<file path="src/rtl/bcd_pkg.sv">
// Shared types and constants for the digit-serial BCD adder.
// Optional subtract support is selected with the BCD_SUB_EN macro.
package bcd_pkg;

    typedef logic [3:0] bcd_digit_t;

    typedef enum logic [1:0] {
        IDLE = 2'd0,
        RUN  = 2'd1,
        DONE = 2'd2
    } bcd_state_t;

    localparam bcd_digit_t BCD_MAX  = 4'd9;
    localparam bcd_digit_t BCD_CORR = 4'd6;

endpackage

</file>
<file path="src/rtl/bcd_seq_adder_if.sv">
// Handshake and operand/result bundle for bcd_seq_adder.
// The sub signal only exists when BCD_SUB_EN is defined.
interface bcd_seq_adder_if #(
    parameter int DIGITS = 4
);
    logic                  in_valid;
    logic                  in_ready;
    logic [4*DIGITS-1:0]   a;
    logic [4*DIGITS-1:0]   b;
    logic                  carry_in;
`ifdef BCD_SUB_EN
    logic                  sub;
`endif
    logic                  out_valid;
    logic                  out_ready;
    logic [4*DIGITS-1:0]   sum;
    logic                  carry;
    logic                  err;

    modport master (
        output in_valid, a, b, carry_in,
`ifdef BCD_SUB_EN
        output sub,
`endif
        output out_ready,
        input  in_ready, out_valid, sum, carry, err
    );

    modport slave (
        input  in_valid, a, b, carry_in,
`ifdef BCD_SUB_EN
        input  sub,
`endif
        input  out_ready,
        output in_ready, out_valid, sum, carry, err
    );
endinterface

</file>
<file path="src/rtl/bcd_digit_add.sv">
// Combinational single-digit BCD adder with decimal correction.
// With BCD_SUB_EN defined, b can be nine's-complemented for subtraction.
module bcd_digit_add
    import bcd_pkg::*;
(
    input  bcd_digit_t a,
    input  bcd_digit_t b,
    input  logic       cin,
`ifdef BCD_SUB_EN
    input  logic       sub,
`endif
    output bcd_digit_t digit,
    output logic       cout,
    output logic       invalid
);

    logic [4:0] s;
    logic [4:0] corrected;
    bcd_digit_t b_eff;

    // Binary add then fold values above nine back into a decimal digit
    always_comb begin
        b_eff = b;
`ifdef BCD_SUB_EN
        if (sub) b_eff = BCD_MAX - b;
`endif
        invalid   = (a > BCD_MAX) | (b > BCD_MAX);
        s         = {1'b0, a} + {1'b0, b_eff} + {4'b0000, cin};
        corrected = s + {1'b0, BCD_CORR};
        if (s > {1'b0, BCD_MAX}) begin
            digit = corrected[3:0];
            cout  = 1'b1;
        end else begin
            digit = s[3:0];
            cout  = 1'b0;
        end
    end

endmodule

</file>
<file path="src/rtl/bcd_seq_adder.sv">
// Digit-serial multi-digit BCD adder: one decimal digit per clock, rippling
// the decimal carry through a single time-multiplexed digit adder.
// Defining BCD_SUB_EN adds the sub input (a - b via nine's complement).
module bcd_seq_adder
    import bcd_pkg::*;
#(
    parameter int DIGITS = 4
) (
    input logic           clk,
    input logic           rst,
    bcd_seq_adder_if.slave bus
);

    localparam int IW = (DIGITS > 1) ? $clog2(DIGITS) : 1;
    localparam logic [IW-1:0] LAST = IW'(DIGITS - 1);

    bcd_state_t          state, state_next;
    logic [4*DIGITS-1:0] a_reg, b_reg;
    logic [4*DIGITS-1:0] sum_work, sum_next;
    logic [4*DIGITS-1:0] sum_q;
    logic [IW-1:0]       idx;
    logic                c_reg;
    logic                err_acc, err_next;
    logic                carry_q, err_q;
`ifdef BCD_SUB_EN
    logic                sub_reg;
`endif

    bcd_digit_t a_dig, b_dig, r_dig;
    logic       d_cout, d_invalid;

    bcd_digit_add u_digit (
        .a       (a_dig),
        .b       (b_dig),
        .cin     (c_reg),
`ifdef BCD_SUB_EN
        .sub     (sub_reg),
`endif
        .digit   (r_dig),
        .cout    (d_cout),
        .invalid (d_invalid)
    );

    // Select the current digit pair and merge the new result digit
    always_comb begin
        a_dig                = a_reg[idx*4 +: 4];
        b_dig                = b_reg[idx*4 +: 4];
        sum_next             = sum_work;
        sum_next[idx*4 +: 4] = r_dig;
        err_next             = err_acc | d_invalid;
    end

    // State register
    always_ff @(posedge clk) begin
        if (rst) state <= IDLE;
        else     state <= state_next;
    end

    // Next-state logic: accept in IDLE, walk all digits, hold until drained
    always_comb begin
        state_next = state;
        case (state)
            IDLE:    if (bus.in_valid)  state_next = RUN;
            RUN:     if (idx == LAST)   state_next = DONE;
            DONE:    if (bus.out_ready) state_next = IDLE;
            default: state_next = IDLE;
        endcase
    end

    // Handshake outputs decoded purely from the state register
    always_comb begin
        bus.in_ready  = (state == IDLE);
        bus.out_valid = (state == DONE);
    end

    // Operand capture, per-digit accumulation and result loading
    always_ff @(posedge clk) begin
        if (rst) begin
            a_reg    <= '0;
            b_reg    <= '0;
            sum_work <= '0;
            sum_q    <= '0;
            idx      <= '0;
            c_reg    <= 1'b0;
            err_acc  <= 1'b0;
            carry_q  <= 1'b0;
            err_q    <= 1'b0;
`ifdef BCD_SUB_EN
            sub_reg  <= 1'b0;
`endif
        end else begin
            case (state)
                IDLE: begin
                    if (bus.in_valid) begin
                        a_reg   <= bus.a;
                        b_reg   <= bus.b;
                        idx     <= '0;
                        err_acc <= 1'b0;
`ifdef BCD_SUB_EN
                        sub_reg <= bus.sub;
                        c_reg   <= bus.sub ? ~bus.carry_in : bus.carry_in;
`else
                        c_reg   <= bus.carry_in;
`endif
                    end
                end
                RUN: begin
                    sum_work <= sum_next;
                    c_reg    <= d_cout;
                    err_acc  <= err_next;
                    idx      <= idx + 1'b1;
                    if (idx == LAST) begin
                        sum_q   <= sum_next;
                        carry_q <= d_cout;
                        err_q   <= err_next;
                    end
                end
                default: ;
            endcase
        end
    end

    // Registered results drive the bus directly
    always_comb begin
        bus.sum   = sum_q;
        bus.carry = carry_q;
        bus.err   = err_q;
    end

endmodule

</file>
<file path="src/flat_wrapper.sv">
// flat-port wrapper written by rule: the top's interface ports become plain ports
module bcd_seq_adder_flat import bcd_pkg::*;
#(
    parameter int DIGITS = 4
)
  (clk, rst, bus_in_valid, bus_a, bus_b, bus_carry_in, bus_out_ready, bus_in_ready, bus_out_valid, bus_sum, bus_carry, bus_err);
  bcd_seq_adder_if #(.DIGITS(DIGITS)) bus_i ();
  input logic clk;
  input logic rst;
  input wire logic [$bits(bus_i.in_valid)-1:0] bus_in_valid;
  input wire logic [$bits(bus_i.a)-1:0] bus_a;
  input wire logic [$bits(bus_i.b)-1:0] bus_b;
  input wire logic [$bits(bus_i.carry_in)-1:0] bus_carry_in;
  input wire logic [$bits(bus_i.out_ready)-1:0] bus_out_ready;
  output wire logic [$bits(bus_i.in_ready)-1:0] bus_in_ready;
  output wire logic [$bits(bus_i.out_valid)-1:0] bus_out_valid;
  output wire logic [$bits(bus_i.sum)-1:0] bus_sum;
  output wire logic [$bits(bus_i.carry)-1:0] bus_carry;
  output wire logic [$bits(bus_i.err)-1:0] bus_err;
  assign bus_i.in_valid = bus_in_valid;
  assign bus_i.a = bus_a;
  assign bus_i.b = bus_b;
  assign bus_i.carry_in = bus_carry_in;
  assign bus_i.out_ready = bus_out_ready;
  assign bus_in_ready = bus_i.in_ready;
  assign bus_out_valid = bus_i.out_valid;
  assign bus_sum = bus_i.sum;
  assign bus_carry = bus_i.carry;
  assign bus_err = bus_i.err;
  bcd_seq_adder #(.DIGITS(DIGITS)) u_core (.clk(clk), .rst(rst), .bus(bus_i));
endmodule
</file>
<file path="config.mk">
export PLATFORM = sky130hd
export DESIGN_NAME = bcd_seq_adder_flat
export DESIGN_NICKNAME = d
export VERILOG_FILES = /design/src/rtl/bcd_pkg.sv /design/src/rtl/bcd_seq_adder_if.sv /design/src/rtl/bcd_digit_add.sv /design/src/rtl/bcd_seq_adder.sv /design/src/flat_wrapper.sv
export SDC_FILE = /design/constraint.sdc
export NUM_CORES = 1
export LEC_CHECK = 0
export CORE_MARGIN = 2
export CORE_UTILIZATION = 26
export DETAILED_ROUTE_END_ITERATION = 8
export HOLD_SLACK_MARGIN = 0.08
export PLACE_DENSITY = 0.5
export SETUP_SLACK_MARGIN = 0.05
export SLEW_MARGIN = 5
export SYNTH_ARGS = -nofsm -noshare
export SYNTH_HDL_FRONTEND = slang
export SYNTH_SLANG_ARGS = --single-unit
</file>
<file path="constraint.sdc">
create_clock -name clk -period 4.09 [get_ports clk]
set_clock_uncertainty 0.1 [all_clocks]
set_input_delay 1.227 -clock clk [delete_from_list [all_inputs] [get_ports clk]]
set_output_delay 1.227 -clock clk [all_outputs]
set_load 0.03 [all_outputs]
</file>
# [Word level (Yosys, flattened, before mapping)]
# Cells that the tools add are included.
[classes] n_addsub=5 magnitude_cmp=3 n_eq_ne=6 shifts=4 muxes=13 bitwise_logic=2 reduce_logical=6
[op_table] cell="4-bit negator with 34-bit output" n=1
[op_table] cell="4-bit by 34-bit variable shift with 16-bit output, first input constant" n=1
[op_table] cell="4-bit by 34-bit variable part select with 16-bit output" n=1
[op_table] cell="16-bit by 5-bit variable part select with 4-bit output" n=2
[op_table] cell="16-bit bitwise mux" n=1
[op_table] cell="4-bit greater-than comparator, second input constant" n=2
[op_table] cell="2-bit two-way mux" n=4
[op_table] cell="2-bit one-hot mux with 3 select lines" n=1
[op_table] cell="2-bit AND reduction" n=3
[op_table] cell="4-bit by 4-bit adder with 5-bit output" n=1
[op_table] cell="5-bit by 1-bit adder with 5-bit output" n=1
[op_table] cell="5-bit by 4-bit greater-than comparator with 1-bit output, second input constant" n=1
[op_table] cell="4-bit by 3-bit adder with 4-bit output, second input constant" n=1
[op_table] cell="2-bit equality test, second input constant" n=2
[op_table] cell="4-bit two-way mux" n=1
[op_table] cell="2-bit inequality test, second input constant" n=2
[op_table] cell="1-bit one-hot mux with 2 select lines" n=2
[op_table] cell="2-bit one-hot mux with 2 select lines" n=1
[op_table] cell="1-bit two-way mux" n=3
[op_table] cell="3-bit AND reduction" n=1
[op_table] cell="2-bit by 1-bit adder with 2-bit output, second input constant" n=1
[op_table] cell="2-bit by 1-bit equality test with 1-bit output, second input constant" n=1
[op_table] cell="2-bit zero test" n=1
[op_table] cell="2-bit by 1-bit inequality test with 1-bit output, second input constant" n=1
[op_table] cell="other kinds (2)" n=3
[totals] reg_bits=72 in_bits=37 out_inout_bits=20 wordCells=49

# [Logic depth before layout (Yosys ltp)]
# Gate-level depths: netlist of the first run.
[logic_depth] depth_word=7 depth_mapped=11 mapped_depth_nobuf=10

# [By module]
# From an unflattened synthesis of the first run, not the netlist that was laid out.
[unflattened] cells_unflattened=346 hier_area_um2=3165.5
[modules_own_cells] module="bcd_seq_adder" n_inst=1 cells_each=321 area_each_um2=2940.3 seq_area_each_um2=1361.3
[modules_own_cells] module="bcd_digit_add" n_inst=1 cells_each=25 area_each_um2=225.2 seq_area_each_um2=0.0

# [Worst setup path before layout of the first run]
# Ideal clock, no wire load.
[synth_timing] path_type="flip-flop to flip-flop" from="register u_core.idx[0]" to="register u_core.sum_q[14] (netlist: u_core.bus.sum[14])" setup_time_ps=70 arrival_time_ps=3468 required_ps=3920 setup_slack_ps=453 stages_incl_launch_ff=12 path_buffers=1 period_less_slack_ps=3637 path_cell_list="dfxtp_1 > buf_4 > mux4_2 > fa_1 > fa_1 > xnor2_1 > ha_1 > nor2b_1 > a31oi_2 > a31oi_4 > mux2_4 > a21oi_1"
[synth_via] elab_chain_len=7 word_cells_on_any_way=13 classes_between="add/sub: 4; order compare: 1; eq/ne: 1; shift: 4; mux: 2; reduce/logical: 1"
[synth_lines] item="start, declared" line="bcd_seq_adder.sv:21" source="logic [IW-1:0] idx;"
[synth_lines] item="start signal, assigned" line="bcd_seq_adder.sv:111" source="idx <= idx + 1'b1;"
[synth_lines] item="16-bit by 5-bit variable part select with 4-bit output, on equally long branches" line="bcd_seq_adder.sv:46, bcd_seq_adder.sv:47"
[synth_lines] item="4-bit by 4-bit adder with 5-bit output" line="bcd_digit_add.sv:28" source="s = {1'b0, a} + {1'b0, b_eff} + {4'b0000, cin};"
[synth_lines] item="5-bit by 1-bit adder with 5-bit output" line="bcd_digit_add.sv:28"
[synth_lines] item="4-bit by 3-bit adder with 4-bit output or 5-bit by 4-bit greater-than comparator with 1-bit output (tied branches)" line="bcd_digit_add.sv:29, bcd_digit_add.sv:30"
[synth_lines] item="4-bit two-way mux" line="bcd_digit_add.sv:30" source="if (s > {1'b0, BCD_MAX}) begin"
[synth_lines] item="4-bit by 34-bit variable part select with 16-bit output" line="bcd_seq_adder.sv:49" source="sum_next[idx*4 +: 4] = r_dig;"
[synth_lines] item="16-bit bitwise mux" line="bcd_seq_adder.sv:49"
[synth_lines] item="end signal, assigned" line="bcd_seq_adder.sv:113" source="sum_q <= sum_next;"
[synth_lines] item="end, declared" line="bcd_seq_adder.sv:20" source="logic [4*DIGITS-1:0] sum_q;"
# Several ways; a longest one is shown, not always the timed one.
# A chain may end at the register's enable or synchronous reset.

# [Final worst setup path of the first run]
# Ends and elaborated chain as after synthesis.

==> flow_metrics.tcl, run 1 <==
set metrics [dict create \
    critPathKind "flop to flop" \
    post-cts-setup-buffers 0 \
    holdBufCountCts 0 \
    ctsResizeCount 0 \
    synth_common_cells "nand2_1 (81), dfxtp_1 (72), a21oi_1 (53)" \
    synthArstFlopShare 0 \
    synth_edf_count 0 \
    clock_sinks 72 \
    register_area_mm2 0.00144 \
    synthDistinctLibCells 40 \
    synth_nets 445 \
    postSynthAreaPerCell_um2 8.52 \
    vias_per_cell 4.69 \
    yosysTopAreaCell "dfxtp_1" \
    grt_pass1_wl_um 14800 \
    timing.final.crit_share 0.896 \
    ant_nets 0 \
    timing.hold.ws_ns 0.354 \
    cp.required_ns 4.25 \
    core_area_mm2 0.0126 \
    p_leak_nw 1.64 \
    start_kind "flop" \
    cts_tree "built" \
    drv_cap 0 \
    cts_inserted_buffers 9 \
    overflow 0 \
    pre_cts_ws_ns 0.223 \
    fp.dieH_um 118 \
    final_util 0.352 \
    r2r_cells 10 \
    fmax_ghz 0.273 \
    dieArea_mm2 0.0139 \
    drc 0 \
    drive_gt1_frac 0.103 \
    cp-startpoint "u_core.idx[0]$_SDFFE_PP0P_" \
    hold_violations 0 \
    routedWlPerCell_um 14.2 \
    fin_tns_setup_ns 0 \
    start_util 0.267 \
    min_path_cells 2 \
    grt_max_degree 48 \
    end_kind "flop" \
    wirelength_um 8880 \
    htree_levels 3 \
    yosys_warnings 0 \
    antenna_found_initial 0 \
    worstPathMaxFanout 10 \
    cts_buffer_depth 2 \
    nets 499 \
    slew_headroom 0.424 \
    syn_to_final_growth_pct 31.6 \
    gp_congestion 0.748 \
    grt.total_usage 0.132 \
    grt_pass1_vias 2895 \
    synth.yosys.seq_area_share 0.427 \
    fillers 1362 \
    clock_latency_ns 0.33 \
    r2r_start "u_core.idx[0]$_SDFFE_PP0P_" \
    syn_inst 396 \
    period_needed_ns 3.66 \
    ioPinCount 57 \
    syn_area_mm2 0.00337 \
    yosysTopAreaCellShare 0.427 \
    hpwl_um 6210 \
    maxSlewViolCount 0 \
    outcome "finished clean" \
    cts.clk_slew.worst_paths_ns 0.06 \
    first_pass_iters 5 \
    diodes 0 \
    routed-via-count 2938 \
    multi_input_area_mm2 0.00181 \
    cp.arrival_ns 3.83 \
    port_buffers 56 \
    ir_worst_vdd_mv 0.205 \
    min_from "u_core.b_reg[8]$_SDFFE_PP0P_" \
    setup_viol 0 \
    yosysMostFrequentCell "nand2_1" \
    rows 41 \
    setup_ws_ns 0.427 \
    yosys_most_used_dff "dfxtp_1" \
    cts_root_buffer "clkbuf_16" \
    synth_area_leaders "dfxtp_1 (43%), nand2_1 (9.0%), a21oi_1 (7.9%)" \
    die_w_um 118 \
    rsz0062_at_grt "no" \
    max_slew.worst_pin.slew_ns 0.857 \
    hp-class "flop to flop" \
    powerDensity_mw_per_mm2 416 \
    drtIter0Drc 169 \
    yosys_register_bits 72 \
]
cell type report:
| type | count | share of cell area |
|---|---|---|
| Multi-Input combinational cell | 291 | 0.407 |
| Tap cell | 172 | 0.0485 |
| Timing Repair Buffer | 65 | 0.140 |
| Inverter | 11 | 0.00930 |
| Clock inverter | 5 | 0.0124 |
| Sequential cell | 72 | 0.325 |
| Clock buffer | 11 | 0.0569 |
layout by cell type (no fill, tap or decap), types with 5 or more instances in the layout:
cell / count
a21oi_1: 53
o21ai_1: 9
clkbuf_16: 9
nand3_1: 5
ha_1: 10
dfxtp_1: 71
inv_1: 11
o21ai_0: 18
mux4_2: 8
clkdlybuf4s50_1: 55
nand2_1: 81
buf_4: 9
nor2_1: 35
nor3_1: 7
nand3b_1: 12
a21o_1: 11
metrics by stage:
stage	cell area [um2]	total power, mW	instances
after floorplan	3370	0.951	396
after global placement	4130	1.06	611
after detailed placement	4130	1.06	611
after CTS	4440	1.86	627
after global routing	4440	1.93	627
final	4440	1.85	627
path summary, 6_finish.rpt:
kind / endpoint / slack [ns]
worst max-delay path: u_core.bus.sum[14]$_SDFFE_PP0P_ / 0.43
worst min-delay path: u_core.b_reg[8]$_SDFFE_PP0P_ / 0.35
worst max register to register: u_core.bus.sum[14]$_SDFFE_PP0P_ / 0.43
worst min register to register: u_core.b_reg[8]$_SDFFE_PP0P_ / 0.35
cell families after synthesis:
| kind of cell | synth area share |
|---|---|
| AOI/OAI and AO/OA | 0.210 |
| adders and majority gates | 0.0490 |
| DFF | 0.427 |
| muxes | 0.0579 |
| buffers and inverters | 0.0382 |
| xor gates and xnor gates | 0.00519 |
| and+or+nand+nor | 0.213 |
worst max-delay path, stage by stage (launching register included):
cell and delay (ns):
dfxtp_2 0.45, mux4_2 0.55, fa_1 0.44, fa_1 0.43, xnor2_1 0.31, ha_1 0.24
nor2b_1 0.17, a31oi_2 0.09, a31oi_4 0.28, mux2_4 0.38, a21oi_1 0.15
layer usage:
metal / global-route usage / wire length (um) / share of wire
met1: 0.173 / 4180 / 0.47
met2: 0.213 / 4140 / 0.47
met3: 0.0359 / 440 / 0.050
met4: 0.0346 / 112 / 0.013
met5: 0 / 0 / 0
power by group:
group          internal (mW)  switching, mW  total [mW]  leakage, nW
registers              0.728         0.0180       0.746        0.586
clock network          0.503          0.300       0.803        0.148
logic                  0.126          0.171       0.296        0.907
total                   1.36          0.489        1.85         1.64
Note: power is estimated with default switching activity, not from simulation.
==> run 2: changes to the inputs <==
Settings changed: CAP_MARGIN set to 0, CTS_BUF_LIST set to sky130_fd_sc_hd__clkbuf_8, SLEW_MARGIN 5 to unset.
==> run 2 against run 1 <==
  * Clock-buffer cell count did not move
  * Final cell count did not move
  * Design area fell by 2.3%
  * Sequential share of layout area rose by 0.76 points
  * Flip-flop and latch count did not move
  * Global-route usage barely moved
  * Core utilization fell by 0.80 points
  * Sequential power barely moved
  * Routed wire length rose by 0.29%
  * Via count rose by 0.54%
  * Power fell by 12%
  * Critical path type unchanged
  * Largest cell class unchanged
==> flow_metrics.tcl, run 2 (synthesis results as in run 1) <==
set metrics [dict create \
    port_buffers 56 \
    cp.arrival_ns 3.86 \
    route.met2.wl_um 4160 \
    min_path_cells 2 \
    r2r_cells 10 \
    wl_met3_um 419 \
    diodes 0 \
    ir_worst_vdd_mv 0.142 \
    gp_congestion 0.748 \
    r2r_end "u_core.bus.sum[14]$_SDFFE_PP0P_" \
    start_kind "flop" \
    clock_latency_ns 0.35 \
    stdcell_count 627 \
    layout_common_cells "nand2_1 (81), dfxtp_1 (71), clkdlybuf4s50_1 (55), a21oi_1 (53), nor2_1 (35)" \
    post-cts-setup-buffers 0 \
    p_leak_nw 1.59 \
    cts_inserted_buffers 9 \
    powerDensity_mw_per_mm2 376 \
    first_pass_iters 6 \
    period_needed_ns 3.68 \
    min_to "u_core.b_reg[8]$_SDFFE_PP0P_" \
    grt_max_degree 48 \
    nets 499 \
    drive_gt1_frac 0.103 \
    cts_tree "built" \
    top_layer_used "met4" \
    slew_headroom 0.403 \
    cts_buffer_depth 2 \
    maxSlewViolCount 0 \
    rsz0062_at_grt "no" \
    pre_cts_ws_ns 0.223 \
    final_common_cell "nand2_1" \
    rrSetupSlack_ns 0.41 \
    clock_sinks 72 \
    rows 41 \
    overflow 0 \
    place_area_mm2 0.00413 \
    routed-via-count 2954 \
    setup_ws_ns 0.413 \
    final_area_mm2 0.00434 \
    fin_tns_setup_ns 0 \
    dieArea_mm2 0.0139 \
    setup_viol 0 \
    critPathKind "flop to flop" \
    die_w_um 118 \
    timing.hold.ws_ns 0.357 \
    grt.total_usage 0.132 \
    drtIter0Drc 153 \
    timing.final.crit_share 0.899 \
    fillers 1373 \
    r2r_start "u_core.idx[0]$_SDFFE_PP0P_" \
    ioPinCount 57 \
    syn_to_final_growth_pct 28.6 \
    hpwl_um 6210 \
    grt_pass1_wl_um 14800 \
    end_kind "flop" \
    min_from "u_core.b_reg[8]$_SDFFE_PP0P_" \
    wirelength_um 8900 \
    cts_root_buffer "clkbuf_8" \
    grt_pass1_vias 2913 \
    drc 0 \
    cp.required_ns 4.27 \
    hp-class "flop to flop" \
    fp.dieH_um 118 \
    core_area_mm2 0.0126 \
    ant_nets 0 \
    routedWlPerCell_um 14.2 \
    cts.clk_slew.worst_paths_ns 0.08 \
    start_util 0.267 \
    vias_per_cell 4.71 \
    worstPathMaxFanout 10 \
    placedCellCount 611 \
    fmax_ghz 0.272 \
    drv_cap 0 \
    max_slew.worst_pin.slew_ns 0.889 \
    outcome "finished clean" \
    hold_violations 0 \
    htree_levels 3 \
    met1_length_um 4140 \
    antenna_found_initial 0 \
]
[run 2: cell counts in the layout (fill, tap and decap cells not counted)]
No cell type changed its count.
[run 2: worst max-delay path by stage]
stage                               start                              end  slack (ns)  depth (start not counted)
2_1_floorplan  u_core.idx[0]$_SDFFE_PP0P_  u_core.bus.sum[14]$_SDFFE_PP0P_        0.45                         11
3_3_place_gp   u_core.idx[0]$_SDFFE_PP0P_  u_core.bus.sum[14]$_SDFFE_PP0P_        0.33                         10
3_5_place_dp   u_core.idx[0]$_SDFFE_PP0P_   u_core.bus.sum[5]$_SDFFE_PP0P_        0.22                         10
4_1_cts        u_core.idx[0]$_SDFFE_PP0P_   u_core.bus.sum[5]$_SDFFE_PP0P_        0.21                         10
5_1_grt        u_core.idx[0]$_SDFFE_PP0P_  u_core.sum_work[2]$_SDFFE_PP0P_        0.13                         10
6_report       u_core.idx[0]$_SDFFE_PP0P_  u_core.bus.sum[14]$_SDFFE_PP0P_        0.41                         10
[run 2: final cells by class]
type / instances / area (um2) / share of cell area
well taps: 172 / 215 / 0.0496
flip-flops and latches: 72 / 1440 / 0.333
clock inverters: 5 / 55.1 / 0.0127
multi-input cells: 291 / 1810 / 0.417
repair buffers: 65 / 623 / 0.144
clock buffers: 11 / 151 / 0.0349
inverters: 11 / 41.3 / 0.00952
[run 2: critical path, stage by stage, from the launching register on]
cell,delay (ns)
dfxtp_2,0.46
mux4_2,0.56
fa_1,0.44
fa_1,0.43
xnor2_1,0.31
ha_1,0.24
nor2b_1,0.17
a31oi_2,0.09
a31oi_4,0.28
mux2_4,0.39
a21oi_1,0.15
[run 2: power breakdown]
part	switching [mW]	internal, mW	total (mW)
clock network	0.273	0.313	0.586
logic	0.171	0.126	0.297
registers	0.0186	0.727	0.746
total	0.463	1.17	1.63
[run 2: timing repair]
action | CTS | global route
endpoints found under the hold margin | 0 | 0
resized for setup | 0 | 2
setup endpoints to repair | 0 | 14
hold buffers | 0 | 0
[run 2: layer usage]
| layer | global-route usage | vias to the layer above |
|---|---|---|
| li1 | - | 1485 |
| met2 | 0.215 | 76 |
| met3 | 0.0291 | 14 |
| met1 | 0.171 | 1379 |
| met5 | 0 | - |
| met4 | 0.0482 | 0 |
[run 2: metrics by stage]
stage | util | power (mW)
2_1_floorplan | - | 0.951
3_3_place_gp | 0.327 | 1.06
3_5_place_dp | 0.327 | 1.06
4_1_cts | 0.344 | 1.65
5_1_grt | 0.344 | 1.71
6_report | 0.344 | 1.63
